**config.mk**
```make
export PLATFORM = sky130hd
export DESIGN_NAME = sync_fifo
export DESIGN_NICKNAME = d
export VERILOG_FILES = /design/src/rtl/sync_fifo.sv
export SDC_FILE = /design/constraint.sdc
export NUM_CORES = 1
export LEC_CHECK = 0
export CORE_UTILIZATION = 62
export DETAILED_ROUTE_END_ITERATION = 8
export PLACE_DENSITY = 0.83
export SLEW_MARGIN = 20
export SYNTH_ARGS = -nofsm -noshare
export SYNTH_HDL_FRONTEND = slang
export SYNTH_SLANG_ARGS = --single-unit
export TNS_END_PERCENT = 50
```
**constraint.sdc**
```tcl
create_clock -name clk -period 4.1 [get_ports clk]
set_clock_uncertainty 0.1 [all_clocks]
set_input_delay 1.23 -clock clk [delete_from_list [all_inputs] [get_ports clk]]
set_output_delay 1.23 -clock clk [all_outputs]
set_load 0.03 [all_outputs]
```
**src/rtl/sync_fifo.sv**
```systemverilog
// Single-clock FIFO with registered read data and full/empty flags.
// Pointers carry one extra wrap bit so full and empty can be told apart
// without a separate occupancy counter.
module sync_fifo #(
    parameter int unsigned DEPTH = 8,
    parameter int unsigned WIDTH = 8
) (
    input  logic             clk,
    input  logic             rst_n,     // active-high despite the name
    input  logic             w_en,
    input  logic             r_en,
    input  logic [WIDTH-1:0] data_in,
    output logic [WIDTH-1:0] data_out,
    output logic             full,
    output logic             empty
);

    localparam int unsigned AW = (DEPTH > 1) ? $clog2(DEPTH) : 1;
    localparam int unsigned PW = AW + 1;
    localparam logic [PW-1:0] PtrOne = PW'(1);

    logic [WIDTH-1:0] mem [DEPTH];

    logic [PW-1:0] wptr_q, wptr_d;
    logic [PW-1:0] rptr_q, rptr_d;
    logic [WIDTH-1:0] data_out_q, data_out_d;
    logic wr_acc;
    logic rd_acc;

    // Flags decode from registered pointers; requests gated by pre-edge flags.
    always_comb begin
        empty  = (wptr_q == rptr_q);
        full   = (wptr_q[AW-1:0] == rptr_q[AW-1:0]) && (wptr_q[AW] != rptr_q[AW]);
        wr_acc = w_en && !full;
        rd_acc = r_en && !empty;
    end

    // Next-state for pointers and the read-data register.
    always_comb begin
        wptr_d     = wptr_q;
        rptr_d     = rptr_q;
        data_out_d = data_out_q;
        if (wr_acc) begin
            wptr_d = wptr_q + PtrOne;
        end
        if (rd_acc) begin
            rptr_d     = rptr_q + PtrOne;
            data_out_d = mem[rptr_q[AW-1:0]];
        end
    end

    // Pointer and read-data state; async reset discards all queued data.
    always_ff @(posedge clk or posedge rst_n) begin
        if (rst_n) begin
            wptr_q     <= '0;
            rptr_q     <= '0;
            data_out_q <= '0;
        end else begin
            wptr_q     <= wptr_d;
            rptr_q     <= rptr_d;
            data_out_q <= data_out_d;
        end
    end

    // Storage array is not reset; only accepted writes land.
    always_ff @(posedge clk) begin
        if (wr_acc) begin
            mem[wptr_q[AW-1:0]] <= data_in;
        end
    end

    assign data_out = data_out_q;

endmodule

```
# Word-level counts from Yosys, hierarchy flattened
# Memories as Yosys holds them, arrays and structs flattened. A register that Yosys moved wholly into a read port is not among the register bits.
# Index checks and enable logic that the tools add are counted.
dict set report word_totals {
  mem_count 1
  mem_bits_rw 64
  out_inout_bits 10
  ff_bits 8
  elab_cells 15
  in_bits 12
}
# memory words width rd rd_ports_with_merged_regs write_ports line
set memory_table {}
lappend memory_table {mem 8 8 1 1 1 22} ;# logic [WIDTH-1:0] mem [DEPTH];
dict set report classes {
  n_eq_ne 3
  n_addsub 2
  mux 2
  reduce_logical 5
}
# cell count
set op_table {}
lappend op_table {{$add 4x1->4 const B} 2}
lappend op_table {{$eq 4x4->1} 1}
lappend op_table {{$eq 3x3->1} 1}
lappend op_table {{$logic_and 1x1->1} 3}
lappend op_table {{$logic_not 1->1} 2}
lappend op_table {{$mux 1} 2}
lappend op_table {{$ne 1x1->1} 1}

# Longest topological paths before layout
# Gate-level depths: netlist of run 1.
dict set report logic_depth {
  depth_word 6
  mapped_depth 6
  ltp_nobuf 4
}

# Worst setup path after synthesis of run 1
# No wires, ideal clock.
dict set report synth_path {
  kind {reg2out}
  start {register rptr_q[0]}
  end {output empty}
  path_buffers 1
  path_stages_with_launch 5
  slack_ns 1.067
  t_arrival_ns 1.703
  required_time_ns 2.770
  path_cell_list {dfrtp_1 > buf_6 > xor2_4 > or2_2 > nor3_1}
}
dict set report synth_between {
  elab_chain_len 1
}
# item line
set synth_rtl {}
lappend synth_rtl {{start, declared} 25} ;# logic [PW-1:0] rptr_q, rptr_d;
lappend synth_rtl {{start signal, assigned} 60} ;# rptr_q <= rptr_d;
lappend synth_rtl {{$eq 4x4->1} 32} ;# empty = (wptr_q == rptr_q);
lappend synth_rtl {{end, declared} 15} ;# output logic empty
# Every way passes these cells.

# Final worst setup path of run 1
dict set report layout_path {
  start {register rptr_q[2]}
  end {output full}
}
dict set report layout_between {
  elab_chain_len 2
}
# item line
set layout_rtl {}
lappend layout_rtl {{$eq 3x3->1} 33} ;# full = (wptr_q[AW-1:0] == rptr_q[AW-1:0]) && (wptr_q[AW] != rptr_q[AW]);
lappend layout_rtl {{$logic_and 1x1->1} 33}
lappend layout_rtl {{end, declared} 14} ;# output logic full,
# Every way passes these cells.

==> results of run 1 <==
## flip-flops by register name (all words and copies together) (netlist names)
signal	cells
mem	64
rptr_q	4
wptr_q	4
data_out	8
## cells by family after synthesis
group | share of synthesized area [%]
flip-flops | 71.3
XOR/XNOR | 3.73
AO/OA/AOI/OAI | 2.92
buffers and inverters | 2.11
adder cells (fa/ha/maj) | 0.769
multiplexers | 14.8
AND/OR/NAND/NOR | 4.34
## synth_stat cells
master / n / area share (%)
xor2_2: 2 / 1.0
buf_1: 2 / 0.23
xnor2_1: 2 / 0.54
nand3_1: 1 / 0.15
buf_4: 4 / 0.92
mux2_4: 2 / 0.92
ha_1: 2 / 0.77
or2_1: 1 / 0.19
nor2_1: 8 / 0.92
xor2_1: 5 / 1.3
mux4_2: 13 / 9.0
or2_2: 1 / 0.19
o41ai_4: 2 / 1.7
nand2b_1: 1 / 0.19
or2b_1: 1 / 0.23
buf_6: 1 / 0.35
o21ai_0: 6 / 0.92
o21ai_1: 2 / 0.31
mux2i_1: 8 / 2.5
inv_1: 4 / 0.46
dfrtp_1: 16 / 12
mux4_1: 3 / 2.4
nor3_2: 1 / 0.31
buf_2: 1 / 0.15
nor3_1: 4 / 0.61
edfxtp_1: 64 / 59
nand2_1: 11 / 1.3
xor2_4: 1 / 0.85
nand2b_2: 1 / 0.27
## routing by layer
layer	vias up	GRT usage, %	share of wire (%)	wire (µm)
li1	720	-	-	-
met1	804	26.9	36	2070
met2	103	39.3	50	2900
met3	31	7.45	8.1	467
met4	0	17.2	5.6	320
met5	-	0	0	0
## path summary, 6_finish.rpt
path | start | cells past startpoint | slack, ns | to
worst max-delay path | rptr_q[2] | 4 | 0.26 | full
worst min-delay path | data_out[2] | 2 | 0.38 | data_out[2]
worst max register to register | rptr_q[2] | 4 | 1.63 | rptr_q[2]
worst min register to register | data_out[2] | 2 | 0.38 | data_out[2]
max in group asynchronous | rst_n | 2 | 2.37 | wptr_q[2]
min in group asynchronous | rst_n | 2 | 1.14 | rptr_q[2]
## through the flow
stage / util (%) / power (mW)
final: 75.0 / 2.88
after global routing: 75.0 / 3.01
after CTS: 75.0 / 2.90
after detailed placement: 70.4 / 2.22
after global placement: 70.4 / 2.17
after floorplan: - / 1.93
## tightest hold or removal path, delay by kind of cell, from the launching register on
family / cells / cell delay [ns]
flops: 1 / 0.35
compound gates: 1 / 0.06
simple gates: 1 / 0.04
## final cells by class
cell class	instances	area, µm²
flip-flops and latches	80	2320
multi-input cells	78	865
well taps	70	87.6
clock inverters	7	110
fillers	294	1270
inverters	4	15.0
repair buffers	31	285
clock buffers	9	124
## power groups by stage
stage / combinational (mW) / clock [mW] / sequential, mW
after global placement: 0.974 / 0 / 1.20
after CTS: 1.03 / 0.678 / 1.20
after floorplan: 0.705 / 0 / 1.23
final: 1.01 / 0.667 / 1.20
after detailed placement: 1.00 / 0 / 1.22
after global routing: 1.09 / 0.706 / 1.22
==> impl_metrics.py, run 1 <==
metrics = {
    "power": {
        "power_switching_mw": 0.957,
        "comb_power_share_pct": 35.2,
        "pwr-share-clk_pct": 23.1,
        "power.density_nw_per_um2": 756,
        "peakVddDrop_mv": 0.458,
        "leakage_nw": 1.36,
        "seqPwrFrac_pct": 41.6,
        "switching_share_pct": 33.2,
        "intPower_mw": 1.92,
    },
    "drt": {
        "avgViaCountPerCell": 5.94,
        "antenna_left": 0,
        "drt-total-wl_um": 5760,
        "firstDrtPassIters": 4,
        "drc": 0,
        "vias": 1658,
        "routedWlPerCell_um": 20.6,
        "drt_iter0_drc": 105,
    },
    "clock_network": {
        "cts_resized": 0,
        "cts_tree": "yes",
        "cts.sinks": 80,
        "clockRootBuffer": "clkbuf_8",
        "clock_latency_ns": 0.35,
        "htreeDepth": 3,
        "post_cts_buffers": 0,
        "clockBufferDepth": 2,
        "cts-buffers-inserted": 9,
        "cts.clk_slew.worst_paths_ns": 0.08,
        "cts-hold-fix-buffers": 0,
    },
    "timing": {
        "period_minus_slack_ns": 3.84,
        "tns_ns": 0,
        "worst_pin_slew_ns": 0.979,
        "fmax_mhz": 261,
        "hold_slack_ns": 0.384,
        "drv_slew": 0,
        "finalSetupViolCount": 0,
        "hold_viol": 0,
        "period_share_pct": 93.6,
        "relSlewSlack_pct": 34.5,
        "worst_slack_ns": 0.263,
        "rsz0062_at_grt": "false",
    },
    "global_route": {
        "grt_pass1_wl_um": 8850,
        "grt_max_degree": 21,
        "grt_antenna_before_repair": 0,
        "grt_overflow_total": 0,
        "track_usage_pct": 24.1,
        "grt_pass1_vias": 1704,
    },
    "die": {
        "initial_core_util_pct": 64.2,
        "design.portCount": 22,
        "fp.dieH_um": 74.5,
        "dieWidth_um": 74.5,
        "dieArea_um2": 5550,
        "row_count": 26,
        "core-area_um2": 5070,
    },
    "finish": {
        "finalNetCount": 218,
        "final_cell_mix": "edfxtp_1 (64), clkdlybuf4s50_1 (21), dfrtp_1 (16)",
        "num_antenna_cells": 0,
        "finalInstanceArea_um2": 3810,
        "layout_commonest_cell": "edfxtp_1",
        "area_growth_pct": 17.0,
        "drive_above_1_share_pct": 22.5,
        "fin_cells": 279,
    },
    "yosys": {
        "ys_ff_latch": 80,
        "synth.net_count": 184,
        "synth_seq_area_share_pct": 71.3,
        "syn_area_um2": 3260,
        "ys_types": 29,
        "synth.yosys.warnings": 0,
        "synth_cells": 170,
        "avgSynthCellArea_um2": 19.2,
    },
    "worst_setup_path": {
        "crit_chain": "xor2_2 > or2_2 > nor3_1 > clkdlybuf4s50_1",
        "cp-start-kind": "register",
        "cp.arrival_ns": 2.51,
        "crit_family": "flip-flops",
        "worstPathBufferInverterCount": 1,
        "required_ns": 2.77,
        "path_max_fanout": 11,
        "cp_slowest_cell": "dfrtp_1",
        "slowest_delay_ns": 0.74,
        "setup.worst_path.end_class": "output port",
        "critical_path_class": "register to output port",
    },
    "placed_design": {
        "placedCellCount": 263,
        "place_congestion": 0.759,
        "dp_slack_ns": 0.645,
        "dp_hpwl_um": 3730,
        "placed_area_um2": 3570,
        "port_buffers": 21,
    },
    "outcome": {
        "status": "complete, no violations",
    },
    "min_path": {
        "hold_path_class": "register to register",
    },
    "run": {
        "maxCapViolations": 0,
    },
}
(Power assumes the default switching activity.)
==> inputs of run 2 (changes only) <==
--- a/config.mk
+++ b/config.mk
@@ -5,9 +5,12 @@
 export SDC_FILE = /design/constraint.sdc
 export NUM_CORES = 1
 export LEC_CHECK = 0
-export CORE_UTILIZATION = 62
+export CELL_PAD_IN_SITES_DETAIL_PLACEMENT = 0
+export CELL_PAD_IN_SITES_GLOBAL_PLACEMENT = 1
+export CORE_MARGIN = 1.5
+export CORE_UTILIZATION = 54
 export DETAILED_ROUTE_END_ITERATION = 8
-export PLACE_DENSITY = 0.83
+export PLACE_DENSITY_LB_ADDON = 0.1
 export SLEW_MARGIN = 20
 export SYNTH_ARGS = -nofsm -noshare
 export SYNTH_HDL_FRONTEND = slang
==> run 2 against run 1 <==
  * Sequential share of layout area is 0.22 points lower
  * Critical path depth stayed put
  * Sequential power hardly changed
  * Wire length is 2.0% lower
  * Final cell count is 2.5% higher
  * Via count is 6.3% lower
  * Maximum frequency is 8.0% higher
  * Die area is 17% higher
  * Critical endpoint is now empty
==> impl_metrics.py, run 2 (same netlist as run 1, synthesis figures left out) <==
metrics = {
    "die": {
        "design.portCount": 22,
        "core-area_um2": 5890,
        "fp.dieH_um": 80.6,
        "dieArea_um2": 6500,
        "row_count": 28,
        "initial_core_util_pct": 55.3,
        "dieWidth_um": 80.6,
    },
    "drt": {
        "firstDrtPassIters": 4,
        "drc": 0,
        "vias": 1554,
        "drt-total-wl_um": 5650,
        "antenna_left": 0,
        "routedWlPerCell_um": 19.7,
        "avgViaCountPerCell": 5.43,
        "drt_iter0_drc": 116,
    },
    "global_route": {
        "met3_usage_pct": 5.23,
        "track_usage_pct": 20.3,
        "grt_overflow_total": 0,
        "grt_antenna_before_repair": 0,
        "grt_use_met1_pct": 25.4,
        "busiest_layer": "met2",
        "grt_pass1_vias": 1632,
        "grt_pass1_wl_um": 8740,
        "met2_usage_pct": 32.9,
        "grt_max_degree": 21,
    },
    "clock_network": {
        "clock_latency_ns": 0.35,
        "clockRootBuffer": "clkbuf_8",
        "post_cts_buffers": 0,
        "clockBufferDepth": 2,
        "cts_tree": "yes",
        "cts.clk_slew.worst_paths_ns": 0.08,
        "cts.sinks": 80,
        "cts_resized": 0,
        "htreeDepth": 3,
        "cts-buffers-inserted": 9,
        "cts-hold-fix-buffers": 0,
    },
    "timing": {
        "rsz0062_at_grt": "false",
        "hold_slack_ns": 0.397,
        "period_share_pct": 86.7,
        "drv_slew": 0,
        "fmax_mhz": 281,
        "tns_ns": 0,
        "relSlewSlack_pct": 53.4,
        "worst_pin_slew_ns": 0.698,
        "hold_viol": 0,
        "worst_slack_ns": 0.546,
        "period_minus_slack_ns": 3.55,
        "finalSetupViolCount": 0,
    },
    "run": {
        "maxCapViolations": 0,
    },
    "placed_design": {
        "dp_hpwl_um": 3390,
        "port_buffers": 21,
        "placed_area_um2": 3600,
        "place_congestion": 0.732,
        "placedCellCount": 270,
        "dp_slack_ns": 0.920,
    },
    "outcome": {
        "status": "complete, no violations",
    },
    "finish": {
        "finalInstanceArea_um2": 3820,
        "final_cell_mix": "edfxtp_1 (64), clkdlybuf4s50_1 (21), dfrtp_1 (16)",
        "drive_above_1_share_pct": 24.2,
        "finish.utilization_pct": 64.9,
        "num_antenna_cells": 0,
        "fin_cells": 286,
        "largest_reg_flops": 64,
        "area_growth_pct": 17.4,
        "finalNetCount": 220,
        "fillCellCount": 439,
        "layout_commonest_cell": "edfxtp_1",
        "multi_input_area_um2": 865,
        "final-seq-area_um2": 2320,
    },
    "worst_setup_path": {
        "cp.arrival_ns": 2.22,
        "setup.worst_path.end_class": "output port",
        "cp-start-kind": "register",
        "required_ns": 2.77,
        "path_max_fanout": 7,
        "critical_path_class": "register to output port",
    },
    "power": {
        "peakVddDrop_mv": 0.498,
        "total_power_mw": 2.85,
        "power.density_nw_per_um2": 744,
        "leakage_nw": 1.37,
    },
    "min_path": {
        "hold_path_class": "register to register",
    },
}
-- run 2: cell types whose count changed in the layout (fill, tap and decap cells not counted) --
cell,change
bufinv_16,-1
inv_6,+2
clkinv_1,-2
buf_4,+2
clkinv_2,-1
clkinv_4,+2
-- run 2: critical path: stages, from the launching register on --
cell	delay [ns]
dfrtp_1	0.48
xor2_2	0.25
or2_2	0.31
nor3_1	0.14
clkdlybuf4s50_1	0.69
-- run 2: report_power, final --
group	leakage [nW]	switching [mW]	internal, mW
Sequential	0.773	0.109	1.06
Combinational	0.486	0.556	0.469
Clock	0.110	0.299	0.349
-- run 2: cell type report --
type                    instances  area share [%]
clock buffers                   9            3.24
clock inverters                 7            2.68
inverters                       4           0.393
multi-input cells              78            22.6
flip-flops and latches         80            60.8
well taps                      75            2.45
repair buffers                 33            7.86
-- run 2: worst paths after layout --
check | slack, ns | startpoint | end | cells past startpoint
max | 0.55 | wptr_q[2] | empty | 4
min | 0.40 | data_out[2] | data_out[2] | 2
max reg2reg | 2.02 | wptr_q[1] | mem[1][3] | 5
min reg2reg | 0.40 | data_out[2] | data_out[2] | 2
max in group asynchronous | 2.27 | rst_n | rptr_q[1] | 2
min in group asynchronous | 1.18 | rst_n | data_out[6] | 2
-- run 2: routing by layer --
metal	routed length [µm]	vias to the layer above
li1	-	722
met1	2450	788
met2	2860	33
met3	204	11
met4	129	0
met5	0	-
